`config.mk`:
```
export PLATFORM = sky130hd
export DESIGN_NAME = multicycle_control
export DESIGN_NICKNAME = d
export VERILOG_FILES = /design/src/rtl/multicycle_control.sv
export SDC_FILE = /design/constraint.sdc
export NUM_CORES = 1
export LEC_CHECK = 0
export BUFFER_PORTS_ARGS = -buffer_cell sky130_fd_sc_hd__buf_2
export CAP_MARGIN = 5
export CORE_MARGIN = 2
export CORE_UTILIZATION = 35
export DETAILED_ROUTE_END_ITERATION = 16
export GPL_TIMING_DRIVEN = 0
export PLACE_DENSITY = 0.67
export SLEW_MARGIN = 10
export SYNTH_ARGS = -nofsm -noshare
export SYNTH_HDL_FRONTEND = slang
export SYNTH_SLANG_ARGS = --single-unit
export TNS_END_PERCENT = 50
```
`constraint.sdc`:
```
create_clock -name clk -period 4.4 [get_ports clk]
set_input_delay 0.66 -clock clk [delete_from_list [all_inputs] [get_ports clk]]
set_output_delay 0.66 -clock clk [all_outputs]
set_load 0.02 [all_outputs]
```
`src/rtl/multicycle_control.sv`:
```
`default_nettype none
// ============================================================================
// multicycle_control : Moore FSM sequencing the shared multicycle RV32I datapath
// Rev 1.0
// ============================================================================
module multicycle_control #(
  parameter int STATE_W = 4,
  parameter int CNT_W   = 32
) (
  input  logic               clk,
  input  logic               reset,
  input  logic [6:0]         opcode,
  input  logic [2:0]         funct3,
  input  logic [6:0]         funct7,
  input  logic               zero,
  input  logic               mem_ready,
  output logic               pcWrite,
  output logic               pcSrc,
  output logic               iorD,
  output logic               memRead,
  output logic               memWrite,
  output logic               irWrite,
  output logic               regWrite,
  output logic               memToReg,
  output logic [1:0]         aluSrcA,
  output logic [1:0]         aluSrcB,
  output logic [3:0]         aluCtrl,
  output logic               halt,
  output logic [STATE_W-1:0] state,
  output logic [CNT_W-1:0]   instret
);

  localparam logic [3:0] S_FETCH  = 4'd0;
  localparam logic [3:0] S_DECODE = 4'd1;
  localparam logic [3:0] S_ADDR   = 4'd2;
  localparam logic [3:0] S_MEM_RD = 4'd3;
  localparam logic [3:0] S_WB_MEM = 4'd4;
  localparam logic [3:0] S_MEM_WR = 4'd5;
  localparam logic [3:0] S_EXEC_R = 4'd6;
  localparam logic [3:0] S_EXEC_I = 4'd7;
  localparam logic [3:0] S_WB_ALU = 4'd8;
  localparam logic [3:0] S_BRANCH = 4'd9;
  localparam logic [3:0] S_TRAP   = 4'd10;

  localparam logic [6:0] OP_LOAD   = 7'b0000011;
  localparam logic [6:0] OP_STORE  = 7'b0100011;
  localparam logic [6:0] OP_RTYPE  = 7'b0110011;
  localparam logic [6:0] OP_ITYPE  = 7'b0010011;
  localparam logic [6:0] OP_BRANCH = 7'b1100011;

  localparam logic [3:0] ALU_AND = 4'b0000;
  localparam logic [3:0] ALU_OR  = 4'b0001;
  localparam logic [3:0] ALU_ADD = 4'b0010;
  localparam logic [3:0] ALU_SUB = 4'b0110;

  localparam logic [1:0] SRCA_PC    = 2'b00;
  localparam logic [1:0] SRCA_OLDPC = 2'b01;
  localparam logic [1:0] SRCA_RS1   = 2'b10;
  localparam logic [1:0] SRCB_RS2   = 2'b00;
  localparam logic [1:0] SRCB_FOUR  = 2'b01;
  localparam logic [1:0] SRCB_IMM   = 2'b10;

  logic [3:0]       state_q, state_d;
  logic [CNT_W-1:0] instret_q, instret_d;
  logic             retire;

  always_comb begin
    state_d  = state_q;
    retire   = 1'b0;
    pcWrite  = 1'b0;
    pcSrc    = 1'b0;
    iorD     = 1'b0;
    memRead  = 1'b0;
    memWrite = 1'b0;
    irWrite  = 1'b0;
    regWrite = 1'b0;
    memToReg = 1'b0;
    aluSrcA  = SRCA_PC;
    aluSrcB  = SRCB_RS2;
    aluCtrl  = ALU_ADD;
    halt     = 1'b0;

    case (state_q)
      S_FETCH: begin
        memRead = 1'b1;
        aluSrcB = SRCB_FOUR;
        if (mem_ready) begin
          irWrite = 1'b1;
          pcWrite = 1'b1;
          state_d = S_DECODE;
        end
      end

      // Speculatively forms the branch target so BRANCH can reuse the ALU for the compare.
      S_DECODE: begin
        aluSrcA = SRCA_OLDPC;
        aluSrcB = SRCB_IMM;
        case (opcode)
          OP_LOAD, OP_STORE: state_d = S_ADDR;
          OP_RTYPE:          state_d = S_EXEC_R;
          OP_ITYPE:          state_d = S_EXEC_I;
          OP_BRANCH:         state_d = S_BRANCH;
          default:           state_d = S_TRAP;
        endcase
      end

      S_ADDR: begin
        aluSrcA = SRCA_RS1;
        aluSrcB = SRCB_IMM;
        if (opcode == OP_LOAD) begin
          state_d = S_MEM_RD;
        end else if (opcode == OP_STORE) begin
          state_d = S_MEM_WR;
        end else begin
          state_d = S_TRAP;
        end
      end

      S_MEM_RD: begin
        iorD    = 1'b1;
        memRead = 1'b1;
        if (mem_ready) begin
          state_d = S_WB_MEM;
        end
      end

      S_WB_MEM: begin
        regWrite = 1'b1;
        memToReg = 1'b1;
        retire   = 1'b1;
        state_d  = S_FETCH;
      end

      S_MEM_WR: begin
        iorD     = 1'b1;
        memWrite = 1'b1;
        if (mem_ready) begin
          retire  = 1'b1;
          state_d = S_FETCH;
        end
      end

      S_EXEC_R: begin
        aluSrcA = SRCA_RS1;
        aluSrcB = SRCB_RS2;
        state_d = S_WB_ALU;
        case ({funct7, funct3})
          10'b0000000_000: aluCtrl = ALU_ADD;
          10'b0100000_000: aluCtrl = ALU_SUB;
          10'b0000000_111: aluCtrl = ALU_AND;
          10'b0000000_110: aluCtrl = ALU_OR;
          default:         state_d = S_TRAP;
        endcase
      end

      S_EXEC_I: begin
        aluSrcA = SRCA_RS1;
        aluSrcB = SRCB_IMM;
        state_d = S_WB_ALU;
        case (funct3)
          3'b000:  aluCtrl = ALU_ADD;
          3'b111:  aluCtrl = ALU_AND;
          3'b110:  aluCtrl = ALU_OR;
          default: state_d = S_TRAP;
        endcase
      end

      S_WB_ALU: begin
        regWrite = 1'b1;
        retire   = 1'b1;
        state_d  = S_FETCH;
      end

      S_BRANCH: begin
        aluSrcA = SRCA_RS1;
        aluSrcB = SRCB_RS2;
        aluCtrl = ALU_SUB;
        pcSrc   = 1'b1;
        case (funct3)
          3'b000: begin
            pcWrite = zero;
            retire  = 1'b1;
            state_d = S_FETCH;
          end
          3'b001: begin
            pcWrite = ~zero;
            retire  = 1'b1;
            state_d = S_FETCH;
          end
          default: state_d = S_TRAP;
        endcase
      end

      S_TRAP: begin
        halt = 1'b1;
      end

      default: state_d = S_TRAP;
    endcase

    // Reset silences every strobe immediately, even in the middle of a memory access.
    if (reset) begin
      retire   = 1'b0;
      pcWrite  = 1'b0;
      pcSrc    = 1'b0;
      iorD     = 1'b0;
      memRead  = 1'b0;
      memWrite = 1'b0;
      irWrite  = 1'b0;
      regWrite = 1'b0;
      memToReg = 1'b0;
      aluSrcA  = SRCA_PC;
      aluSrcB  = SRCB_RS2;
      aluCtrl  = ALU_ADD;
      halt     = 1'b0;
    end
  end

  always_comb begin
    instret_d = instret_q;
    if (retire) begin
      instret_d = instret_q + CNT_W'(1);
    end
  end

  always_ff @(posedge clk) begin
    if (reset) begin
      state_q   <= S_FETCH;
      instret_q <= '0;
    end else begin
      state_q   <= state_d;
      instret_q <= instret_d;
    end
  end

  assign state   = STATE_W'(state_q);
  assign instret = instret_q;

endmodule
`default_nettype wire

```
Word-level counts from Yosys, hierarchy flattened
Cells that the tools add are included.
{ "totals": {"word_cells": 83, "input_bits": 21, "register_bits": 36, "output_inout_bits": 53} }
{ "op_classes": {"eq_ne": 24, "bitwise": 2, "add_sub_neg": 1, "n_mux": 41, "n_reduce_logical": 13} }
{ "ops": {"columns": ["cell", "count"], "rows": [
  ["case mux 4 bit (10 select lines)", 1],
  ["adder 32 x 1 -> 32 bit (second input constant)", 1],
  ["2-to-1 mux 4 bit", 7],
  ["== test 10 x 3 -> 1 bit (second input constant)", 2],
  ["2-to-1 mux 1 bit", 20],
  ["case mux 3 bit (3 select lines)", 2],
  ["== test 4 x 3 -> 1 bit (second input constant)", 4],
  ["case mux 4 bit (4 select lines)", 1],
  ["== test 7 x 6 -> 1 bit (second input constant)", 2],
  ["== test 4 bit (second input constant)", 3],
  ["case mux 2 bit (2 select lines)", 3],
  ["== test 10 x 9 -> 1 bit (second input constant)", 1],
  ["zero test 10 bit", 1],
  ["OR reduction 2 bit", 5],
  ["== test 4 x 2 -> 1 bit (second input constant)", 2],
  ["2-to-1 mux 2 bit", 4],
  ["OR reduction 4 bit", 2],
  ["== test 7 x 2 -> 1 bit (second input constant)", 1],
  ["== test 7 x 5 -> 1 bit (second input constant)", 1],
  ["== test 7 bit (second input constant)", 1],
  ["== test 3 bit (second input constant)", 2],
  ["!= test 2 bit (second input constant)", 3],
  ["OR reduction 3 bit", 2],
  ["== test 4 x 1 -> 1 bit (second input constant)", 1],
  ["other kinds (7)", 9]
]} }

Depth between registers and ports, before layout
{ "logic_depth": {"word_depth": 5, "ltp_mapped": 8, "ltp_nobuf": 5} }

Least setup slack after synthesis
No wires, ideal clock.
{ "synth_timing": {"path_kind": "input to register", "startpoint": "input funct3[1]", "endpoint": "register instret_q[28], in the netlist instret[28]", "path_buffers": 0, "arrival_time_ns": 2.340, "path_slack_ns": 1.990, "path_stages": 5, "setup_ns": 0.070, "required_time_ns": 4.330, "cell_sequence": "or4b_1 a311o_1 or3_1 or3_1 a21oi_1"} }
{ "synth_via": {"elab_chain_cells": 5, "word_cells_on_any_way": 6, "cone_classes": "eq/ne: 1; mux: 3; reduce/logical: 2"} }
{ "synth_rtl": {"columns": ["item", "line", "rtl"], "rows": [
  ["start, declared", "13", "input logic [2:0] funct3,"],
  ["== test 3 x 1 -> 1 bit / zero test 3 bit (equally long branches)", "179", "case (funct3)"],
  ["OR reduction 2 bit (no line) *", null, null],
  ["2-to-1 mux 1 bit *", "179", null],
  ["case mux 1 bit (3 select lines) *", "83", "case (state_q)"],
  ["2-to-1 mux 1 bit *", "202", "if (reset) begin"],
  ["end signal, assigned", "232", "instret_q <= instret_d;"],
  ["end, declared", "64", "logic [CNT_W-1:0] instret_q, instret_d;"]
]} }
Every way passes the cells marked *; elsewhere a longest branch is shown, timed or not.
A chain may end at the register's enable or synchronous reset.

Worst setup path after layout
{ "layout_timing": {"startpoint": "register state_q[3], in the netlist state[3]", "endpoint": "output aluCtrl[1]"} }
{ "layout_via": {"elab_chain_cells": 3, "word_cells_on_any_way": 5, "cone_classes": "eq/ne: 3; mux: 2"} }
{ "layout_rtl": {"columns": ["item", "line", "rtl"], "rows": [
  ["start, declared", "63", "logic [3:0] state_q, state_d;"],
  ["start signal, assigned", "231", "state_q <= state_d;"],
  ["== test 4 bit / == test 4 x 3 -> 1 bit (equally long branches)", "83", null],
  ["case mux 3 bit (3 select lines) *", "83", null],
  ["2-to-1 mux 4 bit *", "202", null],
  ["end, declared", "27", "output logic [3:0] aluCtrl,"]
]} }
Marks and branches as above.

==> impl_results.md <==
* Wl on met1 at 2810 um
* Area of the core at 0.00631 mm^2
* Port Buffer Count at 72
* Power Density at around 370 mW/mm^2
* Height of the die at between 80 and 90 um
* Vias/cell at between 5 and 6
* Period utilisation layout at 0.643
* Worst Hold Class: reg2reg
* Post-CTS Setup Inserts at 0
* WL/cell at about 13 um
* Share of post-route cells with drive strength above 1 at 0.273
* Max_cap viols at 0
* CTS tree: done
* Post-DP HPWL at 4500 um
* Leakage at between 1 and 1.5 nW
* GPL Wtd Cong at 0.884
* DP Cell Count at 446
* Area leader, netlist: dfxtp_1
* Worst slew pin tran at 0.621 ns
* H-Tree Depth at 2
* Drt first pass iters at 4
* Longest Clk Path Bufs at 2
* Clock latency on the worst-skew pair at a little under 0.3 ns
* Num CTS Buffers at 5
* Slew Viols, Final at 0
* I/O pins at 74
* Avg Cell Area, Syn at 7.67 um^2
* DR WL met3 at 359 um
* Tot Pwr at around 1.0 mW
* Full die area at 0.00717 mm^2
* Critical path arrival at 2.17 ns
* Die width at 84.7 um
* Final setup viols at 0
* Number of global-route vias before repair at 2166
* Syn nets at 319
* Mapped Cells at 297
* Worst clock skew at 0.00568 ns
* Max IR drop VDD at 0.000218 V
* Initial antenna violation count at 0
* Total number of vias at 2406
* Synth Warn # at 0
* Kind of critical path: reg2out
* Final hold viol count at 0
* Fillers at 666
* Final net count at 398
* Routed wire length at 6050 um
* Most used cell, CP: clkbuf_1
* WL met2 at 2820 um
* Crit path capture type: primary output
* Crit path cell chain: clkbuf_1, or2_2, clkbuf_1, o311ai_0, or4_1, buf_2
* Rows at 29
* Startpoint Class: register
* CTS resizes at 0
* Post-route minimum period at 2.83 ns
* Synth top area share at 0.316
* # clock sinks at 36
* Pin count of the biggest net entering global routing at 12
* Setup_tns at 0 ns
* GRT Util Overall at 0.165
* Synthesis-to-layout area growth at 24.8%
* Status: completed
* First-pass GRT wire length at 9850 um
* Seq/Total Area, Yosys at 0.316
* Synth Flop Type: dfxtp_1
* Slowest stage delay, CP at 0.40 ns
* Top Metal Used: met4
* Area contributors post-synth: dfxtp_1 32%, xnor2_1 9.6%, nor2_1 7.3%, nor4_2 3.8%, a21oi_1 3.7%
* Unique cell type count in the Yosys netlist at 47
* Finished Layout Cells at 454
* DRT iter0 DRCs at 128
* Critical Path RT at 3.74 ns
* Overflow after GRT at 0
* Drc violations at 0
* CTS Hold Bufs at 0
* # diodes at 0
* Post-synth EDFFs at 0
* DRT antenna net count at 0
* Mapped cell area at 0.00228 mm^2
* Slew HR at 0.586
* Max Freq at 353 MHz
* Root Driver: clkbuf_8
* Initial core utilization at 0.361
* Clock slew at reported path FFs at around 0.070 ns
* RSZ-0062 raised after global routing: no
* Crit path max fanout at 10
* Yosys reg bits at 36
* Asr flop ratio synth at 0
* Critical path's slowest cell: or4_1
metrics by stage:
stage	worst slack, ns	instance area, um^2	util	hold slack, ns
after detailed placement	1.72	2730	0.433	0.510
after global placement	1.73	2730	0.433	0.501
final	1.57	2840	0.450	0.515
after floorplan	1.99	2280	-	0.578
after CTS	1.54	2840	0.450	0.519
after global routing	1.35	2840	0.450	0.549
cell type report:
| cell class | instances | area (um^2) | area share |
|---|---|---|---|
| multi-input combinational | 229 | 1420 | 0.500 |
| sequential | 36 | 721 | 0.254 |
| timing repair buffer | 72 | 360 | 0.127 |
| buffer | 23 | 101 | 0.0357 |
| tap | 77 | 96.3 | 0.0339 |
| clock buffer | 6 | 72.6 | 0.0255 |
| clock inverter | 2 | 35.0 | 0.0123 |
| inverter | 9 | 33.8 | 0.0119 |
per-layer routing:
metal	track usage	vias to the layer above
met5	0	-
met4	0.0548	0
met3	0.0354	4
met2	0.263	83
met1	0.223	1108
li1	-	1211
path summary, 6_finish.rpt:
kind | start | end | slack (ns) | cells after the start
worst max register to register | state[2] | instret[22] | 1.98 | 8
worst max-delay path | state[3] | aluCtrl[1] | 1.57 | 6
worst min register to register | instret[30] | instret[31] | 0.52 | 2
worst min-delay path | instret[30] | instret[31] | 0.52 | 2
synthesized netlist by cell type (2+ instances only):
cell,count
dfxtp_1,36
nand2b_1,2
nor2b_1,5
nand4_1,9
and4_1,4
o21ai_0,7
nand2_1,16
buf_2,3
o21a_1,5
mux2i_1,2
or2_2,7
nor4_1,10
a22oi_1,2
xor2_1,3
nand4bb_1,2
buf_1,3
nor3_1,17
and2_1,3
nand3_1,11
xnor2_1,25
a41oi_1,2
a21oi_1,17
nor4_2,7
nand3b_1,2
inv_1,9
or3_1,6
a31o_2,3
o311ai_0,3
nor2_1,44
clkbuf_1,15
state kept, by name, indices dropped and copies added (netlist names):
signal / cells
instret: 32
state: 4
critical path, delay by kind of cell, from the launching register on:
| kind | cells | cell delay [ns] |
|---|---|---|
| AND/OR/NAND/NOR | 2 | 0.58 |
| AO/OA/AOI/OAI | 1 | 0.18 |
| flip-flops | 1 | 0.36 |
| buffers and inverters | 3 | 0.78 |
cell usage in the layout (no fill, tap or decap), drive strengths merged, types with 2 or more instances in the layout:
master / netlist / final
buf: 8 / 80
nor2: 44 / 44
dfxtp: 36 / 36
xnor2: 25 / 25
clkbuf: 15 / 21
nor3: 18 / 18
a21oi: 17 / 17
nor4: 17 / 17
nand2: 16 / 16
nand3: 11 / 11
inv: 9 / 9
nand4: 9 / 9
or2: 7 / 7
o21ai: 7 / 7
or3: 6 / 6
nor2b: 5 / 5
o21a: 5 / 5
and4: 4 / 4
o311ai: 3 / 3
and2: 3 / 3
xor2: 3 / 3
a31o: 3 / 3
nand2b: 2 / 2
a41oi: 2 / 2
nand4bb: 2 / 2
a22oi: 2 / 2
mux2i: 2 / 2
nand3b: 2 / 2
logic make-up after synthesis:
| group | share of synthesized area |
|---|---|
| and+or+nand+nor | 0.372 |
| buffers and inverters | 0.0593 |
| AOI/OAI and AO/OA | 0.129 |
| DFF | 0.316 |
| muxes | 0.00879 |
| adders and majority gates | 0.00549 |
| xor gates and xnor gates | 0.108 |
| other | 0.00165 |
power by group:
part           total (mW)  internal [mW]  switching (mW)  leakage [nW]
logic               0.405          0.144           0.262         0.711
registers           0.351          0.340          0.0115         0.291
clock network       0.287          0.168           0.119        0.0552
No activity file was read; power rests on OpenSTA's default activity.
